===== src/rtl/cpu_run_monitor.sv =====
// cpu_run_monitor: gates the CPU clock-enable for a bounded run, then reads a
// block of registers through the register-file read port and streams them out
// over a valid/ready dump interface.
module cpu_run_monitor #(
  parameter int DATA_W     = 32,
  parameter int REG_ADDR_W = 5,
  parameter int NUM_DUMP   = 12,
  parameter int END_COUNT  = 5,
  parameter int IDLE_LIMIT = 4,
  parameter int CNT_W      = 32
) (
  input  logic                  clk_i,
  input  logic                  rst_i,
  input  logic                  start_i,
  input  logic [1:0]            mode_i,
  input  logic                  stop_i,
  input  logic [DATA_W-1:0]     pc_i,
  output logic                  cpu_run_o,
  output logic [REG_ADDR_W-1:0] rf_addr_o,
  input  logic [DATA_W-1:0]     rf_data_i,
  output logic                  dump_valid_o,
  input  logic                  dump_ready_i,
  output logic [REG_ADDR_W-1:0] dump_idx_o,
  output logic [DATA_W-1:0]     dump_data_o,
  output logic [CNT_W-1:0]      cycle_cnt_o,
  output logic [1:0]            halt_cause_o,
  output logic                  done_o
);

  localparam int IDLE_W = (IDLE_LIMIT > 1) ? $clog2(IDLE_LIMIT) : 1;
  localparam logic [IDLE_W-1:0]     IDLE_LAST = IDLE_W'(IDLE_LIMIT - 1);
  localparam logic [CNT_W-1:0]      CNT_LAST  = CNT_W'(END_COUNT - 1);
  localparam logic [REG_ADDR_W-1:0] DUMP_LAST = REG_ADDR_W'(NUM_DUMP - 1);

  typedef enum logic [2:0] {
    ST_IDLE,
    ST_RUN,
    ST_LOAD,
    ST_SEND,
    ST_DONE
  } state_t;

  state_t                state_q;
  state_t                state_d;
  logic [1:0]            mode_q;
  logic [DATA_W-1:0]     prev_pc_q;
  logic                  pc_hist_q;
  logic [IDLE_W-1:0]     idle_cnt_q;
  logic [CNT_W-1:0]      cycle_cnt_q;
  logic [1:0]            cause_q;
  logic [1:0]            cause_d;
  logic                  done_q;
  logic [REG_ADDR_W-1:0] rf_addr_q;
  logic [REG_ADDR_W-1:0] dump_idx_q;
  logic [DATA_W-1:0]     dump_data_q;
  logic                  dump_valid_q;
  logic                  pc_eq;
  logic                  stop_ext;
  logic                  stop_cnt;
  logic                  stop_idle;
  logic                  stop_any;

  // Stop detection and next-state selection; halt cause priority ext > count > idle
  always_comb begin
    state_d   = state_q;
    pc_eq     = pc_hist_q && (pc_i == prev_pc_q);
    stop_ext  = stop_i;
    stop_cnt  = ((mode_q == 2'b00) || (mode_q == 2'b10)) && (cycle_cnt_q == CNT_LAST);
    stop_idle = ((mode_q == 2'b01) || (mode_q == 2'b10)) && pc_eq && (idle_cnt_q == IDLE_LAST);
    stop_any  = stop_ext || stop_cnt || stop_idle;
    cause_d   = 2'b00;
    if (stop_ext) begin
      cause_d = 2'b11;
    end else if (stop_cnt) begin
      cause_d = 2'b01;
    end else if (stop_idle) begin
      cause_d = 2'b10;
    end
    case (state_q)
      ST_IDLE, ST_DONE: begin
        if (start_i) begin
          state_d = ST_RUN;
        end
      end
      ST_RUN: begin
        if (stop_any) begin
          state_d = ST_LOAD;
        end
      end
      ST_LOAD: begin
        state_d = ST_SEND;
      end
      ST_SEND: begin
        if (dump_valid_q && dump_ready_i) begin
          state_d = (dump_idx_q == DUMP_LAST) ? ST_DONE : ST_LOAD;
        end
      end
      default: begin
        state_d = ST_IDLE;
      end
    endcase
  end

  // State register
  always_ff @(posedge clk_i) begin
    if (rst_i) begin
      state_q <= ST_IDLE;
    end else begin
      state_q <= state_d;
    end
  end

  // Run bookkeeping (cycle/idle counters, halt cause) and the dump datapath
  always_ff @(posedge clk_i) begin
    if (rst_i) begin
      mode_q       <= 2'b00;
      prev_pc_q    <= '0;
      pc_hist_q    <= 1'b0;
      idle_cnt_q   <= '0;
      cycle_cnt_q  <= '0;
      cause_q      <= 2'b00;
      done_q       <= 1'b0;
      rf_addr_q    <= '0;
      dump_idx_q   <= '0;
      dump_data_q  <= '0;
      dump_valid_q <= 1'b0;
    end else begin
      case (state_q)
        ST_IDLE, ST_DONE: begin
          if (start_i) begin
            cycle_cnt_q <= '0;
            cause_q     <= 2'b00;
            done_q      <= 1'b0;
            mode_q      <= mode_i;
            pc_hist_q   <= 1'b0;
            idle_cnt_q  <= '0;
          end
        end
        ST_RUN: begin
          cycle_cnt_q <= cycle_cnt_q + CNT_W'(1);
          prev_pc_q   <= pc_i;
          pc_hist_q   <= 1'b1;
          if (pc_eq) begin
            idle_cnt_q <= (idle_cnt_q == IDLE_LAST) ? idle_cnt_q : idle_cnt_q + IDLE_W'(1);
          end else begin
            idle_cnt_q <= '0;
          end
          if (stop_any) begin
            cause_q    <= cause_d;
            rf_addr_q  <= '0;
            dump_idx_q <= '0;
          end
        end
        ST_LOAD: begin
          dump_data_q  <= rf_data_i;
          dump_valid_q <= 1'b1;
        end
        ST_SEND: begin
          if (dump_valid_q && dump_ready_i) begin
            dump_valid_q <= 1'b0;
            if (dump_idx_q == DUMP_LAST) begin
              done_q <= 1'b1;
            end else begin
              rf_addr_q  <= rf_addr_q + REG_ADDR_W'(1);
              dump_idx_q <= dump_idx_q + REG_ADDR_W'(1);
            end
          end
        end
        default: begin
        end
      endcase
    end
  end

  assign cpu_run_o    = (state_q == ST_RUN);
  assign rf_addr_o    = rf_addr_q;
  assign dump_valid_o = dump_valid_q;
  assign dump_idx_o   = dump_idx_q;
  assign dump_data_o  = dump_data_q;
  assign cycle_cnt_o  = cycle_cnt_q;
  assign halt_cause_o = cause_q;
  assign done_o       = done_q;

endmodule


===== config.mk =====
export PLATFORM = sky130hd
export DESIGN_NAME = cpu_run_monitor
export DESIGN_NICKNAME = d
export VERILOG_FILES = /design/src/rtl/cpu_run_monitor.sv
export SDC_FILE = /design/constraint.sdc
export NUM_CORES = 1
export LEC_CHECK = 0
export ABC_AREA = 1
export CAP_MARGIN = 20
export CORE_AREA = 2 2 157 82
export CTS_CLUSTER_DIAMETER = 80
export CTS_CLUSTER_SIZE = 8
export DETAILED_ROUTE_END_ITERATION = 10
export DIE_AREA = 0 0 159 84
export GPL_ROUTABILITY_DRIVEN = 1
export HOLD_SLACK_MARGIN = 0.03
export PLACE_DENSITY = 0.81
export SYNTH_ARGS = -nofsm -noshare
export SYNTH_HDL_FRONTEND = slang
export SYNTH_SLANG_ARGS = --single-unit

===== constraint.sdc =====
create_clock -name clk_i -period 2 [get_ports clk_i]
set_input_delay 0.4 -clock clk_i [delete_from_list [all_inputs] [get_ports clk_i]]
set_output_delay 0.4 -clock clk_i [all_outputs]
set_load 0.03 [all_outputs]

Yosys cells after proc, flatten, opt, wreduce, memory -nomap -nowiden
Index checks and enable logic that the tools add are counted.
{"block": "totals", "ff_bits": 118, "latch_bits": 0, "ram_bits": 0, "rom_bits": 0, "input_bits": 71, "mem_count": 0}
{"block": "classes", "addsub": 4, "mul": 0, "div": 0, "n_lt_le_gt_ge": 0, "n_eq_ne": 16, "shift": 0, "n_mux": 30, "bitwise_logic": 0, "n_reduce_logical": 24}
{"operator": "one-hot mux 32 bit (2 select lines)", "count": 1}
{"operator": "adder 32 x 1 -> 32 bit, second input constant", "count": 1}
{"operator": "equality test 32 x 3 -> 1 bit, second input constant", "count": 1}
{"operator": "equality test 32 bit", "count": 1}
{"operator": "2-to-1 mux 32 bit", "count": 1}
{"operator": "2-to-1 mux 5 bit", "count": 5}
{"operator": "one-hot mux 5 bit (2 select lines)", "count": 2}
{"operator": "2-to-1 mux 2 bit", "count": 7}
{"operator": "2-to-1 mux 3 bit", "count": 4}
{"operator": "one-hot mux 3 bit (4 select lines)", "count": 1}
{"operator": "adder 5 x 1 -> 5 bit, second input constant", "count": 2}
{"operator": "AND reduction 3 bit", "count": 3}
{"operator": "inequality test 2 bit, second input constant", "count": 4}
{"operator": "one-hot mux 2 bit (2 select lines)", "count": 2}
{"operator": "AND reduction 4 bit", "count": 2}
{"operator": "nonzero test 2 bit", "count": 4}
{"operator": "equality test 3 x 2 -> 1 bit, second input constant", "count": 2}
{"operator": "one-hot mux 1 bit (2 select lines)", "count": 3}
{"operator": "AND reduction 2 bit", "count": 3}
{"operator": "equality test 5 x 4 -> 1 bit, second input constant", "count": 1}
{"operator": "logical AND 1 bit", "count": 5}
{"operator": "equality test 2 bit, second input constant", "count": 2}
{"operator": "logical OR 1 bit", "count": 4}
{"operator": "2-to-1 mux 1 bit", "count": 4}
{"operator": "9 further kinds", "count": 9}

Logic depth before layout (Yosys ltp)
Gate-level depths: netlist of run 1.
{"block": "logic_depth", "word_depth": 9, "mapped_depth": 15}

Least setup slack after synthesis of run 1
OpenSTA, ideal clock, no wires.
{"block": "synth_path", "path_type": "reg2reg", "start": "reg cycle_cnt_q[0], in the netlist cycle_cnt_o[0]", "end": "reg cycle_cnt_q[26], in the netlist cycle_cnt_o[26]", "setup_ps": 117, "t_arrival_ps": 1839, "t_required_ps": 1883, "path_slack_ps": 45, "stages_incl_launch_ff": 13, "synth_period_minus_slack_ps": 1955, "cell_sequence": "dfxtp_1 -> ha_1 -> nand3_1 -> nor2_4 -> nand2_4 -> nor2_4 -> nand3_2 -> nor2_1 -> nand2_1 -> nor2_1 -> nand2_1 -> nand2_1 -> a21oi_1"}
{"block": "synth_between", "elab_chain_len": 2}
{"element": "start: declaration", "line_no": "49", "source": "logic [CNT_W-1:0] cycle_cnt_q;"}
{"element": "start signal: assignment", "line_no": "140", "source": "cycle_cnt_q <= cycle_cnt_q + CNT_W'(1);"}
{"element": "adder 32 x 1 -> 32 bit", "line_no": "140"}
{"element": "one-hot mux 32 bit (2 select lines)", "line_no": "128", "source": "case (state_q)"}
No other way between the ends.
A chain may end at the register's enable or synchronous reset.

Final worst setup path of run 1
{"block": "layout_path", "start": "reg cycle_cnt_q[24], in the netlist cycle_cnt_o[24]", "end": "out cycle_cnt_o[24]"}
{"element": "end: declaration", "line_no": "25", "source": "output logic [CNT_W-1:0] cycle_cnt_o,"}
No word-level cell between the ends.

==> key figures, run 1 <==
CTS
  – Root buffer cell: clkbuf_16
  – Number of H-tree levels: 4
  – CTS sink count: 118
  – CTS Buf Count: 17
  – CTS max path bufs: 2
  – Clock latency on the worst-skew pair: 0.41 ns
  – Worst-path clk slew: 0.06 ns
  – CTS tree: yes

Floorplan
  – Die width: 159 µm
  – Die height: 84 µm
  – Die area: 13,360 µm²
  – Starting Density: 48.59%
  – I/O Pins: 150
  – Row cnt: 29
  – Area of the core: 12,190 µm²

Detailed routing
  – DR vias: 6,225
  – Final wirelength: 17.55 mm
  – DR pass1 iterations: 5
  – Initial drt markers: 624
  – Final antenna-violating net count: 0
  – DRC: 0
  – Vias per Instance: 5.128
  – WL/cell: 14.46 µm

Pwr
  – Peak supply drop: 0.6753 mV
  – Switching share of power: 33.03%
  – Internal power: 5.442 mW
  – Comb power frac: 26.6%
  – Register share of total power: 35.2%
  – Design Power: 8.126 mW
  – Leakage: 3.696 nW
  – Clk pwr share: 38.2%
  – Switching power: 2.684 mW
  – Total power density per cell area: 963.3 nW/µm²

Finish
  – Fin cells: 1,214
  – Final instance area: 8436 µm²
  – Layout Area Growth over Synthesis: 42.39%
  – Nets@finish: 1,109
  – Diode count: 0
  – Finished Core Util: 69.19%
  – Ratio of cells with drive above 1 in the final layout: 10.15%

Place
  – Routability cong.: 0.8475
  – Dpl cells: 1,180
  – Placed instance area: 7695 µm²
  – Port-buffer cells: 149
  – Pre-CTS setup slack: -0.2723 ns
  – DP Wirelength: 12.59 mm

Timing
  – Setup TNS Final: 0 ns
  – Final Hold Fails: 0
  – Unrepaired setup endpoints after global routing: true
  – Max Freq: 510.7 MHz
  – Worst-margin pin slew: 0.4170 ns
  – Final worst-path cycle share: 97.91%
  – Fin Hold WS: 0.3490 ns
  – Slew Viols, Final: 0
  – Count of endpoints failing setup in the final report: 0
  – Clock skew: 0.01014 ns
  – Final setup margin: 0.04180 ns
  – Fin crit period: 1.958 ns
  – Slew headroom: 72.11%

Global routing
  – Pin count of the biggest net entering global routing: 67
  – Initial antenna violation count: 0
  – First-pass GRT wire length: 28.00 mm
  – Tot GR Track Use: 25.96%
  – Number of global-route vias before repair: 5,513
  – Total grt overflow: 0

Logic synthesis
  – Ys async rst share: 0%
  – Register area share after synthesis: 39.87%
  – Syn nets: 952
  – Count of cell types in the netlist: 41
  – Syn Inst Count: 874
  – Post-synth EDFFs: 0
  – Synth Flop Type: dfxtp_1
  – Cell taking the most area after synthesis: dfxtp_1
  – Yosys Warn Count: 0
  – #FFs+latches synth: 118
  – Synth top area cells: dfxtp_1 (40%), nand2_1 (11%), inv_1 (7.9%)
  – Post-Syn Area: 5924 µm²
  – Mean area per synthesized cell: 6.779 µm²
  – Yosys top cell area share: 39.87%

Setup path
  – Reg2reg path depth: 11
  – Crit path buffers/inverters: 1
  – Max incr delay on CP: 0.71 ns
  – R2R setup slack: 0.13 ns
  – Crit path capture: cycle_cnt_o[24]
  – Worst endpoint required time: 1.60 ns
  – CP Capture Type: output port
  – Slowest-stage cell, CP: clkdlybuf4s50_1
  – RR Endpoint: cycle_cnt_o[20]
  – Max FO, Critical Path: 6
  – Crit Reg-Reg Startpoint: cycle_cnt_o[1]
  – CP startpoint kind: flip-flop
  – Worst-path cell chain: clkdlybuf4s50_1
  – Crit path kind: reg -> out
  – CP top delay family: buffers and inverters
  – CP Data Arrival Time: 1.56 ns
  – Crit. Startpoint: cycle_cnt_o[24]
  – Stages on the worst setup path: 1

Outcome
  – Outcome: completed

Run
  – Maxcap violations: 0

Hold path
  – Hold crit path type: in -> reg
## worst register-to-register path, stage by stage (launching register included)
cell	delay, ns
dfxtp_1	0.33
ha_1	0.21
nand3_2	0.13
nor2_4	0.18
nand2_4	0.09
nor2_4	0.11
nand3_2	0.14
nor3_4	0.20
nand2_1	0.08
nand2_1	0.08
nand2_1	0.05
a31oi_1	0.19
## power groups by stage
stage	Combinational (mW)	Clock [mW]	Sequential (mW)
after floorplan	0.986	0	3.19
after global placement	2.06	0	2.90
after detailed placement	2.10	0	2.91
after CTS	2.12	3.13	2.86
after global routing	2.37	3.25	2.90
final	2.16	3.10	2.86
## cells by family after synthesis
kind of cell | share of synthesized area, %
simple gates | 29.19
buf+inv | 10.94
flops | 39.87
xor+xnor | 1.183
compound gates | 17.34
fa+ha+maj | 1.478
## final cells by class
| cell class | count | area [µm²] |
|---|---|---|
| clock buffer | 18 | 439.2 |
| clock inverter | 14 | 165.2 |
| fill | 996 | 3756 |
| inverter | 128 | 480.5 |
| multi-input combinational | 590 | 2962 |
| sequential | 118 | 2364 |
| tap | 170 | 212.7 |
| timing repair buffer | 176 | 1813 |
## worst min path at each step
stage / from / end / slack (ns) / cells after the start
after global routing: pc_i[20] / prev_pc_q[20] / 0.39 / 3
after floorplan: pc_hist_q / pc_hist_q / 0.43 / 2
after CTS: dump_data_o[1] / dump_data_o[1] / 0.44 / 2
after detailed placement: dump_data_o[1] / dump_data_o[1] / 0.43 / 2
after global placement: dump_data_o[13] / dump_data_o[13] / 0.43 / 2
final: pc_i[3] / prev_pc_q[3] / 0.35 / 3
## cell usage after synthesis, drive strengths merged, types with 2 or more instances
master and n:
xnor2 8, a31oi 2, nand2 171, nor3 13
ha 7, nand3 53, dfxtp 118, o31ai 2
or2 9, nor2 111, a221oi 3, buf 16
nor4 2, inv 127, nand4 19, clkbuf 22
o21ai 81, nand3b 3, a211oi 4, a21oi 93
o22ai 2
## sequential cells by signal (all words and copies together), names as in the netlist
| signal | count |
|---|---|
| halt_cause_o | 2 |
| done_o | 1 |
| pc_hist_q | 1 |
| dump_idx_o | 5 |
| cycle_cnt_o | 32 |
| dump_valid_o | 1 |
| dump_data_o | 32 |
| rf_addr_o | 5 |
| prev_pc_q | 32 |
| mode_q | 2 |
| state_q | 3 |
| idle_cnt_q | 2 |
## layer usage
metal | vias up | track usage, % | wire length [µm]
met4 | 0 | 4.876 | 153
li1 | 3144 | - | -
met2 | 279 | 38.62 | 7261
met1 | 2784 | 38.66 | 8591
met3 | 18 | 5.614 | 1547
met5 | - | 0 | 0
## cells in the final DEF, fill, tap and decap left out, types with 2 or more instances in the layout
cell,synthesis,final
buf_4,0,23
nand3_2,6,8
nand3b_1,3,3
nor3_1,11,11
o21ai_0,81,81
inv_1,125,124
o31ai_1,2,2
nand2_1,167,167
a221oi_1,3,3
clkinv_4,0,4
clkdlybuf4s50_1,0,118
nand3_1,46,43
a21oi_2,2,2
clkinvlp_4,0,2
a21oi_1,91,91
nand2_2,2,2
nor3_4,1,2
o22ai_1,2,2
clkbuf_16,0,19
bufinv_16,0,2
xnor2_1,8,8
a31oi_1,2,2
nand2_4,2,2
dlygate4sd2_1,0,7
dfxtp_1,118,117
a211oi_1,4,4
or2_2,9,9
buf_12,0,3
nor2_1,104,99
nor2_2,2,7
ha_1,7,7
inv_2,2,3
nand3_4,1,2
inv_6,0,5
dlymetal6s2s_1,0,23
nand4_1,19,19
nor2_4,5,5
## timing repair
item                                    in CTS  in global routing
pin swaps                                    0                  8
setup buffers                                0                  0
hold buffers                                 0                  0
endpoints found under the setup margin       7                 30
gates cloned                                 0                  2
endpoints found under the hold margin        0                  0
gates resized for setup                      7                 33
(Power assumes the default switching activity.)
==> run 2, diff against run 1 <==
--- a/config.mk
+++ b/config.mk
@@ -7,14 +7,15 @@
 export LEC_CHECK = 0
 export ABC_AREA = 1
 export CAP_MARGIN = 20
-export CORE_AREA = 2 2 157 82
+export CORE_AREA = 2 2 103 125
 export CTS_CLUSTER_DIAMETER = 80
 export CTS_CLUSTER_SIZE = 8
 export DETAILED_ROUTE_END_ITERATION = 10
-export DIE_AREA = 0 0 159 84
+export DIE_AREA = 0 0 105 127
 export GPL_ROUTABILITY_DRIVEN = 1
 export HOLD_SLACK_MARGIN = 0.03
-export PLACE_DENSITY = 0.81
+export PLACE_DENSITY = 0.8
 export SYNTH_ARGS = -nofsm -noshare
 export SYNTH_HDL_FRONTEND = slang
 export SYNTH_SLANG_ARGS = --single-unit
+export TNS_END_PERCENT = 1
==> run 2 against run 1 <==
Net effect: worst hold slack improved by 0.092 ns; sequential share of layout area down 0.12 points; via count decreased by 0.24%; final area is 0.49% higher; largest power group unchanged.
==> key figures, run 2 (same netlist as run 1, synthesis figures left out) <==
Place
  – Routability cong.: 0.8909
  – Placed instance area: 7749 µm²
  – Pre-CTS setup slack: -0.2498 ns
  – DP Wirelength: 11.22 mm
  – Port-buffer cells: 149

Setup path
  – Max incr delay on CP: 0.72 ns
  – Crit path kind: reg -> out
  – Worst-path cell chain: clkdlybuf4s50_1
  – CP top delay family: buffers and inverters
  – Max FO, Critical Path: 6
  – Worst endpoint required time: 1.60 ns
  – CP startpoint kind: flip-flop
  – Crit path buffers/inverters: 1
  – CP Capture Type: output port
  – CP Data Arrival Time: 1.59 ns
  – Slowest-stage cell, CP: clkdlybuf4s50_1

Global routing
  – Met2 usage: 41.18%
  – Tot GR Track Use: 23.75%
  – Initial antenna violation count: 0
  – First-pass GRT wire length: 25.86 mm
  – Met3 usage in global routing: 5.816%
  – Pin count of the biggest net entering global routing: 66
  – GR Util met1: 28.22%
  – Total grt overflow: 0
  – Most Crowded Layer GR: met2
  – Number of global-route vias before repair: 5,634

Finish
  – FF/Latch Area: 2365 µm²
  – # fillers: 1,016
  – Multi-input logic area: 2963 µm²
  – Commonest non-fill, non-tap cell in the layout: nand2_1
  – Finished Core Util: 70.63%
  – Nets@finish: 1,115
  – Diode count: 0
  – Most frequent cells in the layout: nand2_1 (167), clkdlybuf4s50_1 (131), inv_1 (123), dfxtp_1 (116), nor2_1 (101)
  – Ratio of cells with drive above 1 in the final layout: 10.95%
  – Final instance area: 8477 µm²
  – Layout Area Growth over Synthesis: 43.08%

Timing
  – Slew headroom: 70.89%
  – Final setup margin: 0.01399 ns
  – Fin crit period: 1.986 ns
  – Unrepaired setup endpoints after global routing: true
  – Slew Viols, Final: 0
  – Final Hold Fails: 0
  – Count of endpoints failing setup in the final report: 0
  – Worst-margin pin slew: 0.4311 ns
  – Final worst-path cycle share: 99.30%
  – Max Freq: 503.5 MHz
  – Fin Hold WS: 0.4406 ns
  – Clock skew: 0.008678 ns

Detailed routing
  – Vias per Instance: 5.128
  – Initial drt markers: 377
  – DRC: 0
  – DR vias: 6,210
  – WL/cell: 13.31 µm
  – DR pass1 iterations: 5
  – Final wirelength: 16.12 mm
  – Final antenna-violating net count: 0

Floorplan
  – Die height: 127 µm
  – I/O Pins: 150
  – Die area: 13,340 µm²
  – Area of the core: 12,000 µm²
  – Starting Density: 49.36%
  – Row cnt: 44
  – Die width: 105 µm

CTS
  – CTS sink count: 118
  – Root buffer cell: clkbuf_16
  – Cts hold-fix bufs: 0
  – Number of H-tree levels: 4
  – Worst-path clk slew: 0.05 ns
  – Clock latency on the worst-skew pair: 0.41 ns
  – CTS max path bufs: 2
  – CTS Buf Count: 17
  – CTS tree: yes

Pwr
  – Leakage: 3.627 nW
  – Total power density per cell area: 982.2 nW/µm²
  – Peak supply drop: 0.5833 mV
  – Design Power: 8.326 mW

Outcome
  – Outcome: completed

Hold path
  – Hold crit path type: reg -> reg

Run
  – Maxcap violations: 0
==> run 2: changes by cell type in the layout (fill, tap and decap cells not counted), moves of 3 or more <==
cell and delta:
inv_6 -3, bufinv_16 +3, buf_4 +6, dlymetal6s2s_1 -11, clkdlybuf4s50_1 +13
==> run 2: routing by layer <==
layer / wire (µm) / up-vias
met2: 8036 / 221
met5: 0 / -
met3: 872 / 34
met1: 6875 / 2802
met4: 333 / 0
li1: - / 3153
==> run 2: final timing paths <==
kind | startpoint | end | slack, ns | cells past startpoint
max | cycle_cnt_o[2] | cycle_cnt_o[2] | 0.01 | 1
min | dump_data_o[22] | dump_data_o[22] | 0.44 | 2
max reg2reg | cycle_cnt_o[2] | dump_idx_o[1] | 0.09 | 10
min reg2reg | dump_data_o[22] | dump_data_o[22] | 0.44 | 2
==> run 2: layout make-up <==
class,count,share of cell area [%]
Clock inverter,15,2.686
Timing Repair Buffer,182,21.40
Inverter,128,5.668
Tap cell,161,2.376
Sequential cell,118,27.90
Clock buffer,17,5.018
Multi-Input combinational cell,590,34.95
==> run 2: stage by stage <==
| step | std cells | setup TNS [ns] |
|---|---|---|
| after global placement | 1178 | -3.417 |
| after floorplan | 874 | 0 |
| after detailed placement | 1178 | -3.710 |
| final | 1211 | 0 |
| after global routing | 1211 | -0.3437 |
| after CTS | 1210 | -0.006680 |
==> run 2: timing repair <==
action                                  4_1_cts  5_1_grt
pin swaps                                     0        2
endpoints found under the setup margin        6       31
buffers inserted                              0        1
gates resized for setup                       6       24
==> run 2: power by group <==
part,switching (mW),leakage (nW),internal [mW]
Clock,1.15,0.314,2.22
Combinational,1.23,2.35,0.859
Sequential,0.198,0.964,2.67
Total,2.58,3.63,5.75
==> run 3, diff against run 2 <==
--- a/config.mk
+++ b/config.mk
@@ -8,7 +8,6 @@
 export ABC_AREA = 1
 export CAP_MARGIN = 20
 export CORE_AREA = 2 2 103 125
-export CTS_CLUSTER_DIAMETER = 80
 export CTS_CLUSTER_SIZE = 8
 export DETAILED_ROUTE_END_ITERATION = 10
 export DIE_AREA = 0 0 105 127
==> results of run 3 <==
Final layout, timing and power as in run 2 (identical DEF).
